<file path="config.mk">
export PLATFORM = sky130hd
export DESIGN_NAME = gate_bist
export DESIGN_NICKNAME = d
export VERILOG_FILES = /design/src/rtl/gate_bist_pkg.sv /design/src/rtl/gate_bist_ref.sv /design/src/rtl/gate_bist.sv
export SDC_FILE = /design/constraint.sdc
export NUM_CORES = 1
export LEC_CHECK = 0
export BUFFER_PORTS_ARGS = -buffer_cell sky130_fd_sc_hd__buf_2
export CORE_ASPECT_RATIO = 1.4
export CORE_UTILIZATION = 31
export DETAILED_ROUTE_END_ITERATION = 8
export SLEW_MARGIN = 20
export SYNTH_ARGS = -nofsm -noshare
export SYNTH_HDL_FRONTEND = slang
export SYNTH_SLANG_ARGS = --single-unit
</file>
<file path="constraint.sdc">
create_clock -name clk -period 2.9 [get_ports clk]
set_clock_uncertainty 0.1 [all_clocks]
set_input_delay 0.29 -clock clk [delete_from_list [all_inputs] [get_ports clk]]
set_output_delay 0.29 -clock clk [all_outputs]
set_load 0.01 [all_outputs]
</file>
<file path="src/rtl/gate_bist_pkg.sv">
// gate_bist_pkg: shared definitions for the gate BIST sequencer.
// Holds the op encoding, FSM state type and MISR polynomial/step helper.
package gate_bist_pkg;

    localparam logic [2:0] OP_AND  = 3'd0;
    localparam logic [2:0] OP_OR   = 3'd1;
    localparam logic [2:0] OP_NAND = 3'd2;
    localparam logic [2:0] OP_NOR  = 3'd3;
    localparam logic [2:0] OP_XOR  = 3'd4;
    localparam logic [2:0] OP_XNOR = 3'd5;
    localparam logic [2:0] OP_NOTA = 3'd6;
    localparam logic [2:0] OP_BUF  = 3'd7;

    localparam logic [15:0] MISR_POLY = 16'h1021;
    localparam logic [15:0] MISR_SEED = 16'hFFFF;

    typedef enum logic [1:0] {
        ST_IDLE   = 2'd0,
        ST_DRIVE  = 2'd1,
        ST_SAMPLE = 2'd2,
        ST_DONE   = 2'd3
    } state_t;

    // One MISR shift: shift left, fold in the polynomial on carry-out, xor new data.
    function automatic logic [15:0] misr_step(input logic [15:0] sig, input logic [15:0] din);
        return {sig[14:0], 1'b0} ^ (sig[15] ? MISR_POLY : 16'h0000) ^ din;
    endfunction

endpackage

</file>
<file path="src/rtl/gate_bist_ref.sv">
// gate_ref: combinational reference for the two-input gate family.
// Produces the bitwise result of the selected op; reusable by ALU benches.
module gate_ref
    import gate_bist_pkg::*;
#(
    parameter int WIDTH = 1
) (
    input  logic [2:0]       op,
    input  logic [WIDTH-1:0] a,
    input  logic [WIDTH-1:0] b,
    output logic [WIDTH-1:0] exp
);

    // Select the expected gate function for the captured opcode.
    always_comb begin
        exp = a;
        case (op)
            OP_AND:  exp = a & b;
            OP_OR:   exp = a | b;
            OP_NAND: exp = ~(a & b);
            OP_NOR:  exp = ~(a | b);
            OP_XOR:  exp = a ^ b;
            OP_XNOR: exp = ~(a ^ b);
            OP_NOTA: exp = ~a;
            default: exp = a;
        endcase
    end

endmodule

</file>
<file path="src/rtl/gate_bist.sv">
// gate_bist: exhaustive BIST sequencer wrapped around one two-input gate.
// Walks every {a,b} vector, holds each SETTLE cycles, compares once, and
// reports pass/fail, mismatch count and the first failing operands.
// Optional feature: define GATE_BIST_SIGNATURE_EN to add a 16-bit MISR over dut_y.
module gate_bist
    import gate_bist_pkg::*;
#(
    parameter int WIDTH  = 1,
    parameter int SETTLE = 1
) (
    input  logic               clk,
    input  logic               rst,
    input  logic               start,
    input  logic [2:0]         op,
    output logic [WIDTH-1:0]   dut_a,
    output logic [WIDTH-1:0]   dut_b,
    input  logic [WIDTH-1:0]   dut_y,
    output logic               busy,
    output logic               done,
    output logic               pass,
    output logic [2*WIDTH:0]   err_count,
    output logic [WIDTH-1:0]   fail_a,
    output logic [WIDTH-1:0]   fail_b
`ifdef GATE_BIST_SIGNATURE_EN
    ,
    output logic [15:0]        signature
`endif
);

    localparam int IW = 2 * WIDTH;
    localparam int EW = 2 * WIDTH + 1;
    localparam int CW = $clog2(SETTLE + 1);
    localparam logic [CW-1:0] SETTLE_C = CW'(SETTLE);
    localparam logic [IW-1:0] IDX_LAST = '1;

    state_t           state_q, state_d;
    logic [IW-1:0]    idx_q, idx_d;
    logic [CW-1:0]    cnt_q, cnt_d;
    logic [2:0]       op_q, op_d;
    logic [EW-1:0]    err_q, err_d;
    logic [WIDTH-1:0] fa_q, fa_d;
    logic [WIDTH-1:0] fb_q, fb_d;
    logic [WIDTH-1:0] exp_y;
    logic             mism;
`ifdef GATE_BIST_SIGNATURE_EN
    logic [15:0]      sig_q, sig_d;
`endif

    gate_ref #(.WIDTH(WIDTH)) u_ref (
        .op  (op_q),
        .a   (idx_q[IW-1:WIDTH]),
        .b   (idx_q[WIDTH-1:0]),
        .exp (exp_y)
    );

    assign mism = (dut_y != exp_y);

    // Next-state and datapath updates for the IDLE/DRIVE/SAMPLE/DONE sequencer.
    always_comb begin
        state_d = state_q;
        idx_d   = idx_q;
        cnt_d   = cnt_q;
        op_d    = op_q;
        err_d   = err_q;
        fa_d    = fa_q;
        fb_d    = fb_q;
`ifdef GATE_BIST_SIGNATURE_EN
        sig_d   = sig_q;
`endif
        case (state_q)
            ST_IDLE, ST_DONE: begin
                if (start) begin
                    state_d = ST_DRIVE;
                    idx_d   = '0;
                    cnt_d   = CW'(1);
                    op_d    = op;
                    err_d   = '0;
                    fa_d    = '0;
                    fb_d    = '0;
`ifdef GATE_BIST_SIGNATURE_EN
                    sig_d   = MISR_SEED;
`endif
                end
            end
            ST_DRIVE: begin
                // Hold the vector until the gate output has had SETTLE cycles.
                if (cnt_q == SETTLE_C) begin
                    state_d = ST_SAMPLE;
                end else begin
                    cnt_d = cnt_q + CW'(1);
                end
            end
            ST_SAMPLE: begin
                if (mism) begin
                    err_d = err_q + EW'(1);
                    // err_q still zero means this is the first failing vector.
                    if (err_q == '0) begin
                        fa_d = idx_q[IW-1:WIDTH];
                        fb_d = idx_q[WIDTH-1:0];
                    end
                end
`ifdef GATE_BIST_SIGNATURE_EN
                sig_d = misr_step(sig_q, {{(16-WIDTH){1'b0}}, dut_y});
`endif
                if (idx_q == IDX_LAST) begin
                    state_d = ST_DONE;
                end else begin
                    idx_d   = idx_q + IW'(1);
                    cnt_d   = CW'(1);
                    state_d = ST_DRIVE;
                end
            end
            default: state_d = ST_IDLE;
        endcase
    end

    // State and result registers; reset aborts any run and discards partial results.
    always_ff @(posedge clk) begin
        if (rst) begin
            state_q <= ST_IDLE;
            idx_q   <= '0;
            cnt_q   <= '0;
            op_q    <= OP_AND;
            err_q   <= '0;
            fa_q    <= '0;
            fb_q    <= '0;
`ifdef GATE_BIST_SIGNATURE_EN
            sig_q   <= MISR_SEED;
`endif
        end else begin
            state_q <= state_d;
            idx_q   <= idx_d;
            cnt_q   <= cnt_d;
            op_q    <= op_d;
            err_q   <= err_d;
            fa_q    <= fa_d;
            fb_q    <= fb_d;
`ifdef GATE_BIST_SIGNATURE_EN
            sig_q   <= sig_d;
`endif
        end
    end

    assign dut_a     = idx_q[IW-1:WIDTH];
    assign dut_b     = idx_q[WIDTH-1:0];
    assign busy      = (state_q == ST_DRIVE) || (state_q == ST_SAMPLE);
    assign done      = (state_q == ST_DONE);
    assign pass      = done && (err_q == '0);
    assign err_count = err_q;
    assign fail_a    = fa_q;
    assign fail_b    = fb_q;
`ifdef GATE_BIST_SIGNATURE_EN
    assign signature = sig_q;
`endif

endmodule

</file>
[Word-level counts from Yosys, hierarchy flattened]
Index checks and enable logic that the tools add are counted.
Operators by class
  add/sub/neg operators: 3
  $mul: 0
  div/mod/pow operators: 0
  $lt $le $gt $ge: 0
  equality and inequality tests: 16
  shift-type cells: 0
  multiplexer cells: 22
  bitwise logic cells: 7
  reduce and logical (&&, ||, !) cells: 13
Operators by type and width (count)
  2-bit two-way mux: 5
  2-bit != test, second input constant: 5
  3-bit equality test, second input constant: 3
  1-bit two-way mux: 8
  1-bit case mux with 7 select lines: 1
  2-bit equality test, second input constant: 3
  3-bit by 2-bit equality test with 1-bit output, second input constant: 2
  3-bit zero test: 2
  3-bit two-way mux: 2
  2-bit case mux with 3 select lines: 1
  3-bit case mux with 2 select lines: 1
  2-bit AND reduction: 3
  3-bit AND reduction: 2
  1-bit NOT: 4
  1-bit case mux with 2 select lines: 2
  2-bit case mux with 2 select lines: 1
  4-bit AND reduction: 1
  3-bit by 1-bit adder with 3-bit output, second input constant: 1
  3-bit by 1-bit equality test with 1-bit output, second input constant: 1
  1-bit case mux with 3 select lines: 1
  2-bit by 1-bit adder with 2-bit output, second input constant: 1
  2-bit by 1-bit equality test with 1-bit output, second input constant: 1
  2-bit zero test: 1
  2-bit nonzero test: 1
  other kinds (8): 8
Storage, ports and cells
  flip-flop bits (word level): 13
  bits in latches: 0
  bits in writable memories: 0
  memory bits (read-only): 0
  input bits: 7
  logic and storage cells: 68
  memories kept: 0

[Depth between registers and ports, before layout]
  depth after elaboration: 6
  mapped depth: 9

[Cells and area by module]
From an unflattened synthesis, not the netlist that was laid out.
Unflattened totals
  cells, all modules: 101
  area total of the unflattened synthesis: 812.0 sq um
By module, submodules not included
  gate_bist: instances 1, cells an instance 85, area an instance 705.7 sq um
  gate_ref: instances 1, cells an instance 16, area an instance 106.4 sq um

[Worst setup path before layout]
Ideal clock, no wire load.
  path kind: register -> register
  start point: register idx_q[1]
  end point: register err_q[0], in the netlist err_count[0]
  arrival: 1.998 ns
  slack: 0.707 ns
  cell stages (with the launch flop): 9
  path buffers: 0
  period minus slack after synthesis: 2.193 ns
  cells stage by stage: dfxtp_1 -> inv_1 -> ha_1 -> nor2b_1 -> or3_1 -> a21boi_2 -> nor2_1 -> or4_1 -> o311ai_1
Between the ends
  word-level cells in the longest chain between the ends: 6
Ends and longest elaborated chain
  start, declared: line gate_bist.sv:37  | logic [IW-1:0] idx_q, idx_d;
  start signal, assigned: line gate_bist.sv:132  | idx_q <= idx_d;
  1-bit XOR (tied with other cells): line gate_bist_ref.sv:22, gate_bist_ref.sv:23
  1-bit NOT (on tied branches): line gate_bist_ref.sv:23, gate_bist_ref.sv:20, gate_bist_ref.sv:21
  1-bit case mux with 7 select lines (*): line gate_bist_ref.sv:17  | case (op)
  1-bit != test (*): line gate_bist.sv:56  | assign mism = (dut_y != exp_y);
  2-bit != test (no source line) (*)
  3-bit AND reduction (no source line) (*)
  end signal, assigned: line gate_bist.sv:135  | err_q <= err_d;
  end, declared: line gate_bist.sv:40  | logic [EW-1:0] err_q, err_d;
Every way passes the cells marked *; elsewhere a longest branch is shown, timed or not.
A chain may end at the register's enable or synchronous reset.

[Worst setup path in the final report]
Same ends and word-level chain as after synthesis.

==> flow_summary.toml <==
[die]
io_pins = 17
fp.dieW_um = 44.62
die_h_um = 61.67
core-area_mm2 = 0.002391
start_util_pct = 32.97
rows = 21
die-area_mm2 = 0.002751

[clock_tree]
hold_buffers = 0
htreeDepth = 1
cts.sinks = 13
cts_tree = "done"
clk_pin_slew_ns = 0.09
cts_buffers = 3
clk_latency_ns = 0.28
cts_resized = 0
cts_setup_buffers = 0
clockRootBuffer = "clkbuf_4"
clock_path_buffers = 2

[grt]
grt_antenna_before_repair = 0
grt_max_degree = 14
grt_pass1_vias = 668
grt_pass1_wl_um = 2856
grt-ovfl-total = 0
grt_use_total_pct = 14.38

[power_and_ir_drop]
power_uw = 392.1
combPwrFrac_pct = 21.1
leakagePower_nw = 0.4165
p_sw_uw = 121.9
ir_worst_vdd_uv = 225.2
power_frac_clock_pct = 29.8
power_switching_share_pct = 31.08
seqPwrFrac_pct = 49.1
power.density_mw_per_mm2 = 423.4
internal-power_uw = 270.2

[synth]
synth_top_area_share_pct = 33.02
synth_seq_cells = 13
synthTopCellsByArea = "dfxtp_1, ha_1, a21oi_1"
syn-instance-count = 103
ys_seq_area_share_pct = 33.02
yosys_warnings = 0
syn_nets = 117
yosys.area.top_type = "dfxtp_1"
synthDistinctLibCells = 31
syn_area_per_cell_um2 = 7.653
syn_area_um2 = 788.3

[route]
wl_per_cell_um = 10.94
vias_per_cell = 4.812
drc = 0
vias = 741
drt_iter0_markers = 22
first_pass_iters = 4
final_antenna_net_count = 0
drt_wl_total_um = 1685

[timing]
finalSetupTns_ns = 0
maxSlewViolCount = 0
setup_viol = 0
layout_min_cycle_time_ns = 2.288
fmax_mhz = 437.1
relSlewSlack_pct = 71.97
rsz0062_at_grt = "no"
layout_setup_ws_ns = 0.6124
tightest_slew_ns = 0.4196
fin_crit_sh_pct = 78.88
hold_viol_final = 0

[job]
maxCapViolCount = 0

[finish]
final_cell_mix = "buf_2, dfxtp_1, a21oi_1, inv_1, nor2_1"
diodes = 0
layout.nets = 135
drive_gt1_share_pct = 17.50
final_area_um2 = 925.9
final_common_cell = "buf_2"
syn2layout_area_growth_pct = 17.46
final_util_pct = 38.72

[critical_path]
end_kind = "flip-flop"
cp.required_ns = 2.99
start_kind = "flip-flop"
crit_arrival_ns = 2.38
criticalPathCategory = "reg2reg"
cp_max_fo = 5

[placed_design]
hpwlAfterDp_um = 1340
placed_cell_area_um2 = 899.6
post-place-ws_ns = 0.6335
gp_congestion = 0.7353
portBuffers = 16

[outcome]
outcome = "finished clean"

[hold_path]
worstHoldPathType = "in2reg"
[path summary, 6_finish.rpt]
check / startpoint / end / slack (ns) / cells past startpoint
setup / recovery: idx_q[1] / err_count[0] / 0.61 / 8
hold / removal: op[0] / op_q[0] / 0.16 / 3
setup reg to reg: idx_q[1] / err_count[0] / 0.61 / 8
hold reg to reg: fail_b / fail_b / 0.37 / 2
[through the flow]
step | instances | hold WS [ns]
4_1_cts | 154 | 0.1659
3_5_place_dp | 150 | 0.3600
5_1_grt | 154 | 0.1565
3_3_place_gp | 150 | 0.3531
6_report | 154 | 0.1626
2_1_floorplan | 103 | 0.3375
[cell usage after synthesis (all sizes together)]
cell type,instances
a211o,1
a21boi,1
a21o,1
a21oi,12
a22oi,1
a2bb2oi,1
and2,2
and4b,1
clkbuf,3
dfxtp,13
ha,7
inv,10
nand2,9
nand2b,1
nand3,4
nand3b,1
nand4,3
nand4b,1
nor2,10
nor2b,4
nor3,1
nor3b,1
o21ai,7
o311ai,1
o31ai,1
or2,2
or3,1
or4,1
xnor2,1
xor2,1
[cell families after synthesis]
family          synth area share [%]
fa+ha+maj                      11.11
buf+inv                        6.191
simple gates                   27.78
xor+xnor                       2.223
flops                          33.02
compound gates                 19.68
[final cells by class]
type,instances,area (um^2)
Multi-Input combinational cell,77,479.2
Timing Repair Buffer,16,80.08
Fill cell,257,1465
Inverter,10,37.54
Tap cell,34,42.54
Sequential cell,13,260.3
Clock buffer,4,26.28
[flip-flops by register name (all words and copies together) (netlist names)]
name / count
cnt_q: 1
err_count: 3
fail_a: 1
fail_b: 1
idx_q: 2
op_q: 3
state_q: 2
[routing by layer]
layer	part of all wire, %	track usage [%]
met5	0	0
met4	3.6	8.225
met3	2.6	2.639
met2	47	23.11
met1	46	17.91
[power by group through the flow]
stage / sequential (mW) / combinational (mW) / clock (mW)
after floorplan: 0.195 / 0.0607 / 0
after global placement: 0.197 / 0.0821 / 0
after detailed placement: 0.197 / 0.0826 / 0
after CTS: 0.193 / 0.0827 / 0.117
after global routing: 0.194 / 0.0947 / 0.127
final: 0.192 / 0.0828 / 0.117
[worst max-delay path: stages (launching register included)]
cell and delay (ns):
dfxtp_1 0.40, inv_1 0.10, ha_1 0.31, nor2b_1 0.14, or3_1 0.32, a21boi_2 0.15, nor2_1 0.08, or4_1 0.49
o311ai_1 0.10
Note: power is estimated with default switching activity, not from simulation.
